## src/rtl/run_controller.sv

```systemverilog
// Run-control sequencer for the single-cycle MIPS core.
// Qualifies every architectural state update with a one-cycle cpu_enable
// pulse. The core either auto-runs at a divided rate or single-steps on a
// debounced pushbutton. It stalls on IN until the operator confirms, and
// stops for good on HALT.
module run_controller #(
  parameter int unsigned DIV             = 25000000,
  parameter int unsigned DEBOUNCE_CYCLES = 500000,
  parameter int unsigned CNT_WIDTH       = 32
) (
  input  logic                 clock,
  input  logic                 reset_n,
  input  logic                 run_switch,
  input  logic                 step_button,
  input  logic                 halt_inst,
  input  logic                 in_inst,
  input  logic                 out_inst,
  output logic                 cpu_enable,
  output logic                 input_latch,
  output logic                 out_strobe,
  output logic                 waiting_input,
  output logic                 halted,
  output logic [CNT_WIDTH-1:0] instr_count
);

  localparam int unsigned TW = $clog2(DIV);
  localparam int unsigned DW = $clog2(DEBOUNCE_CYCLES + 1);

  localparam logic [TW-1:0] TICK_LAST = TW'(DIV - 1);
  localparam logic [DW-1:0] DEB_LAST  = DW'(DEBOUNCE_CYCLES - 1);

  typedef enum logic [1:0] {
    RUN     = 2'd0,
    WAIT_IN = 2'd1,
    HALTED  = 2'd2
  } state_e;

  state_e                 state_q, state_d;
  logic                   sync1_q, sync2_q;
  logic                   deb_q, deb_d;
  logic                   deb_prev_q;
  logic [DW-1:0]          deb_cnt_q, deb_cnt_d;
  logic [TW-1:0]          tick_q, tick_d;
  logic                   run_q;
  logic [CNT_WIDTH-1:0]   count_q, count_d;

  logic                   press;
  logic                   run_fall;
  logic                   step;

  // Debouncer: the level follows the synchronized button only after it has
  // disagreed for DEBOUNCE_CYCLES consecutive cycles.
  always_comb begin
    deb_d     = deb_q;
    deb_cnt_d = deb_cnt_q;
    if (sync2_q == deb_q) begin
      deb_cnt_d = '0;
    end else if (deb_cnt_q == DEB_LAST) begin
      deb_d     = sync2_q;
      deb_cnt_d = '0;
    end else begin
      deb_cnt_d = deb_cnt_q + DW'(1);
    end
  end

  assign press = deb_q & ~deb_prev_q;

  // Button synchronizer, debounced level and its one-cycle-old copy.
  always_ff @(posedge clock or negedge reset_n) begin
    if (!reset_n) begin
      sync1_q    <= 1'b0;
      sync2_q    <= 1'b0;
      deb_q      <= 1'b0;
      deb_prev_q <= 1'b0;
      deb_cnt_q  <= '0;
    end else begin
      sync1_q    <= step_button;
      sync2_q    <= sync1_q;
      deb_q      <= deb_d;
      deb_prev_q <= deb_q;
      deb_cnt_q  <= deb_cnt_d;
    end
  end

  // A rise of run_switch needs no special handling: the tick counter is
  // already 0 and cannot match TICK_LAST. Only the fall must mask a press.
  assign run_fall = run_q & ~run_switch;

  // Step source: divided tick in auto-run, debounced press in single-step.
  always_comb begin
    step = 1'b0;
    if (run_switch) begin
      step = (tick_q == TICK_LAST);
    end else begin
      step = press & ~run_fall;
    end
  end

  // Tick counter runs only while auto-running in RUN, otherwise it parks at 0.
  always_comb begin
    tick_d = '0;
    if (state_q == RUN && run_switch && tick_q != TICK_LAST) begin
      tick_d = tick_q + TW'(1);
    end
  end

  // Tick counter and run_switch history.
  always_ff @(posedge clock or negedge reset_n) begin
    if (!reset_n) begin
      tick_q <= '0;
      run_q  <= 1'b0;
    end else begin
      tick_q <= tick_d;
      run_q  <= run_switch;
    end
  end

  // Next-state and commit pulses: HALT beats IN, and only a plain step commits.
  always_comb begin
    state_d     = state_q;
    cpu_enable  = 1'b0;
    input_latch = 1'b0;
    unique case (state_q)
      RUN: begin
        if (step) begin
          if (halt_inst) begin
            state_d = HALTED;
          end else if (in_inst) begin
            state_d = WAIT_IN;
          end else begin
            cpu_enable = 1'b1;
          end
        end
      end
      WAIT_IN: begin
        if (press) begin
          input_latch = 1'b1;
          cpu_enable  = 1'b1;
          state_d     = RUN;
        end
      end
      HALTED: begin
        state_d = HALTED;
      end
      default: begin
        state_d = RUN;
      end
    endcase
  end

  // Control state register.
  always_ff @(posedge clock or negedge reset_n) begin
    if (!reset_n) begin
      state_q <= RUN;
    end else begin
      state_q <= state_d;
    end
  end

  // Executed-instruction counter, saturating at all-ones.
  always_comb begin
    count_d = count_q;
    if (cpu_enable && count_q != '1) begin
      count_d = count_q + CNT_WIDTH'(1);
    end
  end

  // Instruction counter register.
  always_ff @(posedge clock or negedge reset_n) begin
    if (!reset_n) begin
      count_q <= '0;
    end else begin
      count_q <= count_d;
    end
  end

  assign out_strobe    = cpu_enable & out_inst;
  assign waiting_input = (state_q == WAIT_IN);
  assign halted        = (state_q == HALTED);
  assign instr_count   = count_q;

endmodule

```

## config.mk

```make
export PLATFORM = sky130hd
export DESIGN_NAME = run_controller
export DESIGN_NICKNAME = d
export VERILOG_FILES = /design/src/rtl/run_controller.sv
export SDC_FILE = /design/constraint.sdc
export NUM_CORES = 1
export LEC_CHECK = 0
export ABC_AREA = 1
export ABC_CLOCK_PERIOD_IN_PS = 5100
export BUFFER_PORTS_ARGS = -buffer_cell sky130_fd_sc_hd__buf_2
export CAP_MARGIN = 20
export CORE_MARGIN = 5
export CORE_UTILIZATION = 50
export DETAILED_ROUTE_END_ITERATION = 6
export PLACE_DENSITY = 0.67
export SETUP_SLACK_MARGIN = 0.1
export SYNTH_ARGS = -nofsm -noshare
export SYNTH_HDL_FRONTEND = slang
export SYNTH_SLANG_ARGS = --single-unit
export TNS_END_PERCENT = 10
```

## constraint.sdc

```tcl
create_clock -name clock -period 5.1 [get_ports clock]
set_input_delay 0.765 -clock clock [delete_from_list [all_inputs] [get_ports clock]]
set_output_delay 0.765 -clock clock [all_outputs]
set_load 0.03 [all_outputs]
```

==> flow_summary_export.csv, run 1 <==
group,metric,value,unit
status,run_status,"complete, no violations",
clocking,cts_tree,"yes",
clocking,hold_buffers,0,
logic_synthesis,synth.yosys.seq_area_share,42.01,%
detailed_routing,drt-total-wl,11770,um
logic_synthesis,synth-xor-area-share,6.024,%
critical_path,cp_num_buf_inv,1,
critical_path,worstRegToRegCells,11,
grt,number_of_global_route_vias_before_repair,4186,
layout,antennaDiodeCount,0,
power_and_ir_drop,pwr-share-comb,2.3,%
clocking,post_cts_buffers,0,
sta,maximum_operating_frequency,297.6,MHz
sta,max_slew.worst_pin.slew,0.9780,ns
place,place_congestion,0.9515,
logic_synthesis,synth_fa_ha_area_share,0.7593,%
layout,final_cell_count_no_fill,882,
logic_synthesis,post_synth_inst_count,701,
clocking,cts_resized,0,
layout,mostFrequentLayoutCells,"nand2_1 (222), nor2_1 (122), dfrtp_1 (83)",
logic_synthesis,dominant_combinational_cell_family_by_area_after_synthesis,"simple AND/OR/NAND/NOR gates",
sta,fin_tns_setup,0,ns
logic_synthesis,yosysUniqueCellTypes,31,
logic_synthesis,mappedNetlistArea,4943,sq um
sta,fin_crit_sh,65.88,%
power_and_ir_drop,power.share.sequential,59.4,%
logic_synthesis,synth_simple_gate_area_share,41.94,%
place,number_of_placed_instances_taps_included,865,
floorplanning,count_of_standard_cell_rows,36,
clocking,clock-sinks,83,
logic_synthesis,yosys_register_bits,83,
clocking,clk_latency,0.36,ns
layout,final_core_util,56.03,%
critical_path,critPathLaunchType,"flip-flop",
critical_path,critical_path.most_common_cell,"nand2_1",
flow_run,maxCapViolations,0,
floorplanning,dieArea,11980,sq um
layout,drive_above_1_share,9.613,%
power_and_ir_drop,p_leak,2.558,nW
critical_path,cp_slowest_cell,"nand2_2",
grt,grt_util_all_layers,21.03,%
sta,grt_setup_unrepaired,"false",
grt,grt_max_degree,84,
detailed_routing,remaining_drc_errors,0,
logic_synthesis,synth_compound_gate_area_share,2.379,%
critical_path,timing.critical_path.to_type,"output pin",
clocking,cts.reportedPaths.clkPinSlew,0.08,ns
critical_path,critical_path.startpoint,"tick_q[0]",
clocking,cts_buffers,9,
layout,area.growth.synth_to_final,10.28,%
grt,grt_pass1_wl,19890,um
power_and_ir_drop,power_density_over_the_cells,204.5,nW/um^2
sta,clock-skew-final,0.007925,ns
logic_synthesis,mappedNetlistNets,711,
critical_path,cp.depth,10,
detailed_routing,drt_iter0_drc,276,
critical_path,cpLargestDelayFamily,"simple AND/OR/NAND/NOR gates",
layout,post_layout_net_count,754,
logic_synthesis,synthesis.area_per_instance,7.052,sq um
detailed_routing,routed_wire_length_per_instance,13.35,um
floorplanning,fp.dieH,109.4,um
critical_path,timing_worst_setup_path_type,"reg2out",
sta,timing.final.setup_violations,0,
sta,relSlewSlack,34.62,%
power_and_ir_drop,vdd_ir_drop_max,144.7,uV
clocking,cts.path.max_buffers,2,
power_and_ir_drop,power_switching_share,23.29,%
power_and_ir_drop,internal_power,0.8552,mW
critical_path,arrival,2.60,ns
power_and_ir_drop,clock_power_share,38.3,%
layout,final_common_cell,"nand2_1",
place,place.port_buffers,43,
detailed_routing,drtPass1Iterations,5,
critical_path,path_cells,"ha_1, nand2_1, nor2_1, nand2_1, nor2_1, nand2_1, nand2_1, nand3_1, nand2_2, buf_2",
worst_hold_path,min_path_type,"in2async",
sta,finalHoldViolations,0,
critical_path,ff2ff_setup_slack,2.49,ns
sta,period_needed,3.360,ns
critical_path,crit_end,"cpu_enable",
critical_path,cp.required,4.34,ns
clocking,root_buffer,"clkbuf_8",
place,total_half_perimeter_wirelength_after_legalization_and_detailed_placement,8747,um
clocking,cts_max_level,3,
critical_path,critPathMaxStageDelay,0.53,ns
logic_synthesis,synth.mux.area_fraction,0.2278,%
detailed_routing,final_antenna_net_count,0,
detailed_routing,via_per_inst,5.138,
sta,count_of_pins_over_their_slew_limit,0,
floorplanning,core_region_area,9729,sq um
detailed_routing,detailroute.via_count,4532,
critical_path,cp_max_fo,34,
grt,grt_antenna_before_repair,0,
power_and_ir_drop,switch_pwr,0.2596,mW
logic_synthesis,ys.warnings.count,0,
floorplanning,fp.dieW,109.4,um
critical_path,endpoint_of_the_lowest_slack_register_to_register_path,"instr_count[14]",
critical_path,critical_path.reg2reg.startpoint,"instr_count[0]",
floorplanning,floorplan.initialDensity,50.81,%
grt,gr-total-overflow,0,
floorplanning,ioPinCount,44,
registers in the layout, summed over array words and instances (netlist names):
register / count
deb_q: 1
deb_cnt_q: 19
deb_prev_q: 1
state_q: 2
instr_count: 32
tick_q: 25
sync1_q: 1
sync2_q: 1
run_q: 1
power by group through the flow:
stage | combinational (mW) | clock, mW | sequential (mW)
3_5_place_dp | 0.0242 | 0 | 0.676
5_1_grt | 0.0305 | 0.471 | 0.663
6_report | 0.0255 | 0.427 | 0.663
2_1_floorplan | 0.00617 | 0 | 0.676
4_1_cts | 0.0242 | 0.440 | 0.663
3_3_place_gp | 0.0237 | 0 | 0.676
final cells by class:
| type | count | area [sq um] |
|---|---|---|
| clock inverter | 5 | 28.78 |
| clock buffer | 11 | 141.4 |
| inverter | 68 | 255.2 |
| sequential | 83 | 2077 |
| fill | 966 | 4278 |
| tap | 133 | 166.4 |
| multi-input combinational | 538 | 2537 |
| timing repair buffer | 44 | 245.2 |
cell usage after synthesis:
library cell,instances,share of area [%]
a211oi_1,1,0.15
a21boi_0,1,0.15
a21oi_1,8,0.81
a31oi_1,1,0.13
a41oi_1,1,0.18
buf_2,5,0.51
buf_6,3,0.68
clkbuf_1,4,0.30
dfrtp_1,83,42
ha_1,3,0.76
inv_1,68,5.2
mux2_2,1,0.23
nand2_1,222,17
nand2_2,3,0.38
nand2_4,1,0.23
nand3_1,58,5.9
nand3b_1,8,1.2
nand4_1,16,2.0
nand4_4,1,0.43
nor2_1,122,9.3
nor2_2,1,0.13
nor2_4,2,0.46
nor3_1,35,3.5
nor3b_1,6,0.91
nor4_1,1,0.13
o21a_1,1,0.15
o21ai_0,5,0.51
o21bai_1,2,0.30
or2_2,4,0.51
xnor2_1,6,1.1
xor2_1,28,5.0
metrics by stage:
stage | power (mW) | cell area, sq um | hold WS, ns | setup WS, ns
after floorplan | 0.6818 | 4943 | 0.3312 | 2.365
after global placement | 0.6996 | 5254 | 0.3333 | 2.133
after detailed placement | 0.7002 | 5254 | 0.3347 | 2.103
after CTS | 1.127 | 5424 | 0.3532 | 1.729
after global routing | 1.165 | 5451 | 0.2207 | 1.432
final | 1.115 | 5451 | 0.2308 | 1.740
worst min-delay path by stage:
stage,from,end,slack [ns],depth (start not counted)
after global placement,sync1_q,sync2_q,0.33,0
after CTS,sync1_q,sync2_q,0.35,0
final,reset_n,tick_q[16],0.23,1
after detailed placement,sync1_q,sync2_q,0.33,0
after global routing,reset_n,tick_q[16],0.22,1
after floorplan,sync1_q,sync2_q,0.33,0
per-layer routing:
metal | global-route usage (%) | vias to the layer above | part of all wire [%]
met4 | 7.213 | 0 | 1.3
li1 | - | 2320 | -
met2 | 32.82 | 123 | 45
met5 | 0 | - | 0
met3 | 3.464 | 10 | 6.1
met1 | 29.70 | 2079 | 48
logic make-up (layout without fill, tap and decap cells):
group | count (synthesis) | in the layout
mux | 1 | 1
buf+inv | 80 | 128
fa+ha+maj | 3 | 3
compound gates | 20 | 20
xor+xnor | 34 | 34
flops | 83 | 83
simple gates | 480 | 480
No activity file was read; power rests on OpenSTA's default activity.
==> inputs of run 2 (changes only) <==
Settings changed: ABC_CLOCK_PERIOD_IN_PS 5100 to 3400.
Clock period 5.1 ns to 3.4 ns, I/O delays scaled along.
==> run 2 against run 1 <==
Compared with the run above: sequential power rose by 50%; non-clock buffer count rose by 3; critical path depth did not move; routed wire length rose by 1.3%; critical endpoint unchanged; largest cell class unchanged.
==> flow_summary_export.csv, run 2 (synthesized netlist as in run 1, its figures left out) <==
group,metric,value,unit
status,run_status,"complete, no violations",
critical_path,cp_max_fo,15,
grt,grt_max_degree,66,
grt,grt_pass1_wl,20310,um
grt,grt_util_all_layers,21.38,%
layout,antennaDiodeCount,0,
grt,gr-total-overflow,0,
clocking,cts.path.max_buffers,2,
grt,number_of_global_route_vias_before_repair,4252,
place,place_congestion,0.9760,
detailed_routing,final_antenna_net_count,0,
floorplanning,floorplan.initialDensity,50.81,%
layout,final_core_util,56.29,%
floorplanning,count_of_standard_cell_rows,36,
flow_run,maxCapViolations,0,
sta,fin_crit_sh,83.83,%
critical_path,path_cells,"ha_1, nand2_1, nor2_1, nand2_1, nor2_1, nand2_1, nand2_1, nand3_1, nand2_2, buf_2",
place,place.port_buffers,43,
critical_path,critPathMaxStageDelay,0.42,ns
detailed_routing,via_per_inst,5.122,
critical_path,critical_path.most_common_cell,"nand2_1",
clocking,post_cts_buffers,0,
clocking,cts_max_level,3,
clocking,cts_resized,0,
power_and_ir_drop,p_leak,2.567,nW
sta,postLayoutSetupSlackWorst,0.5497,ns
clocking,root_buffer,"clkbuf_8",
floorplanning,fp.dieH,109.4,um
detailed_routing,remaining_drc_errors,0,
sta,period_needed,2.850,ns
critical_path,critPathLaunchType,"flip-flop",
clocking,hold_buffers,0,
sta,maximum_operating_frequency,350.8,MHz
detailed_routing,drt_iter0_drc,268,
clocking,cts_tree,"yes",
clocking,clock-sinks,83,
sta,count_of_pins_over_their_slew_limit,0,
floorplanning,dieArea,11980,sq um
clocking,clk_latency,0.35,ns
layout,mostFrequentLayoutCells,"nand2_1 (222), nor2_1 (122), dfrtp_1 (83)",
clocking,cts.reportedPaths.clkPinSlew,0.08,ns
sta,clock-skew-final,0.006127,ns
critical_path,arrival,2.34,ns
sta,finalHoldViolations,0,
critical_path,timing.critical_path.to_type,"output pin",
layout,largest_reg_flops,32,
layout,drive_above_1_share,9.854,%
sta,fin_tns_setup,0,ns
layout,final_common_cell,"nand2_1",
place,dp_slack,0.9361,ns
sta,timing.final.setup_violations,0,
place,total_half_perimeter_wirelength_after_legalization_and_detailed_placement,9012,um
layout,fillers,942,
sta,fin_hold_ws,0.2431,ns
sta,max_slew.worst_pin.slew,0.9828,ns
floorplanning,ioPinCount,44,
detailed_routing,routed_wire_length_per_instance,13.49,um
floorplanning,core_region_area,9729,sq um
grt,grt_antenna_before_repair,0,
detailed_routing,drt-total-wl,11930,um
critical_path,cp_slowest_cell,"dfrtp_1",
sta,grt_setup_unrepaired,"false",
layout,area.growth.synth_to_final,10.78,%
clocking,cts_buffers,9,
power_and_ir_drop,vdd_ir_drop_max,157.9,uV
critical_path,cp.required,2.89,ns
floorplanning,fp.dieW,109.4,um
sta,relSlewSlack,34.30,%
power_and_ir_drop,power_density_over_the_cells,319.2,nW/um^2
power_and_ir_drop,post-layout-total-power,1.748,mW
layout,post_layout_net_count,757,
detailed_routing,drtPass1Iterations,7,
critical_path,timing_worst_setup_path_type,"reg2out",
worst_hold_path,min_path_type,"in2async",
detailed_routing,detailroute.via_count,4528,
[run 2: where the power goes]
part	leakage, nW	switching, mW	total, mW	internal (mW)
registers	1.15	0.00356	0.994	0.991
logic	1.33	0.0285	0.0368	0.00829
clock network	0.0954	0.361	0.717	0.356
total	2.57	0.393	1.75	1.36
[run 2: worst max-delay path: cells and delay by family, from the launching register on]
family                   cells  cell delay, ns
AND/OR/NAND/NOR              8            1.05
adder cells (fa/ha/maj)      1            0.24
flip-flops                   1            0.42
buffers and inverters        1            0.28
[run 2: cell type report]
cell class / instances / area [sq um] / area share (%)
clock inverter: 4 / 51.30 / 0.9367
clock buffer: 11 / 141.4 / 2.582
timing repair buffer: 47 / 247.7 / 4.524
multi-input combinational: 538 / 2537 / 46.33
sequential: 83 / 2077 / 37.93
tap: 133 / 166.4 / 3.039
inverter: 68 / 255.2 / 4.661
[run 2: worst paths after layout]
kind / from / end / slack [ns] / cells past startpoint
worst max-delay path: tick_q[0] / cpu_enable / 0.55 / 10
worst min-delay path: reset_n / tick_q[20] / 0.24 / 1
worst max register to register: tick_q[0] / instr_count[17] / 1.07 / 12
worst min register to register: sync1_q / sync2_q / 0.35 / 0
max in group asynchronous: reset_n / instr_count[27] / 2.46 / 2
min in group clock: step_button / sync1_q / 0.26 / 1
[run 2: layer usage]
layer,wire [um],GRT usage [%]
met4,176,7.124
met2,5387,33.35
met5,0,0
met3,695,3.288
met1,5668,30.46
[run 2: through the flow]
step | std cells | area (sq um)
after floorplan | 701 | 4943
after global placement | 869 | 5284
after detailed placement | 869 | 5284
after CTS | 884 | 5477
after global routing | 884 | 5477
final | 884 | 5477
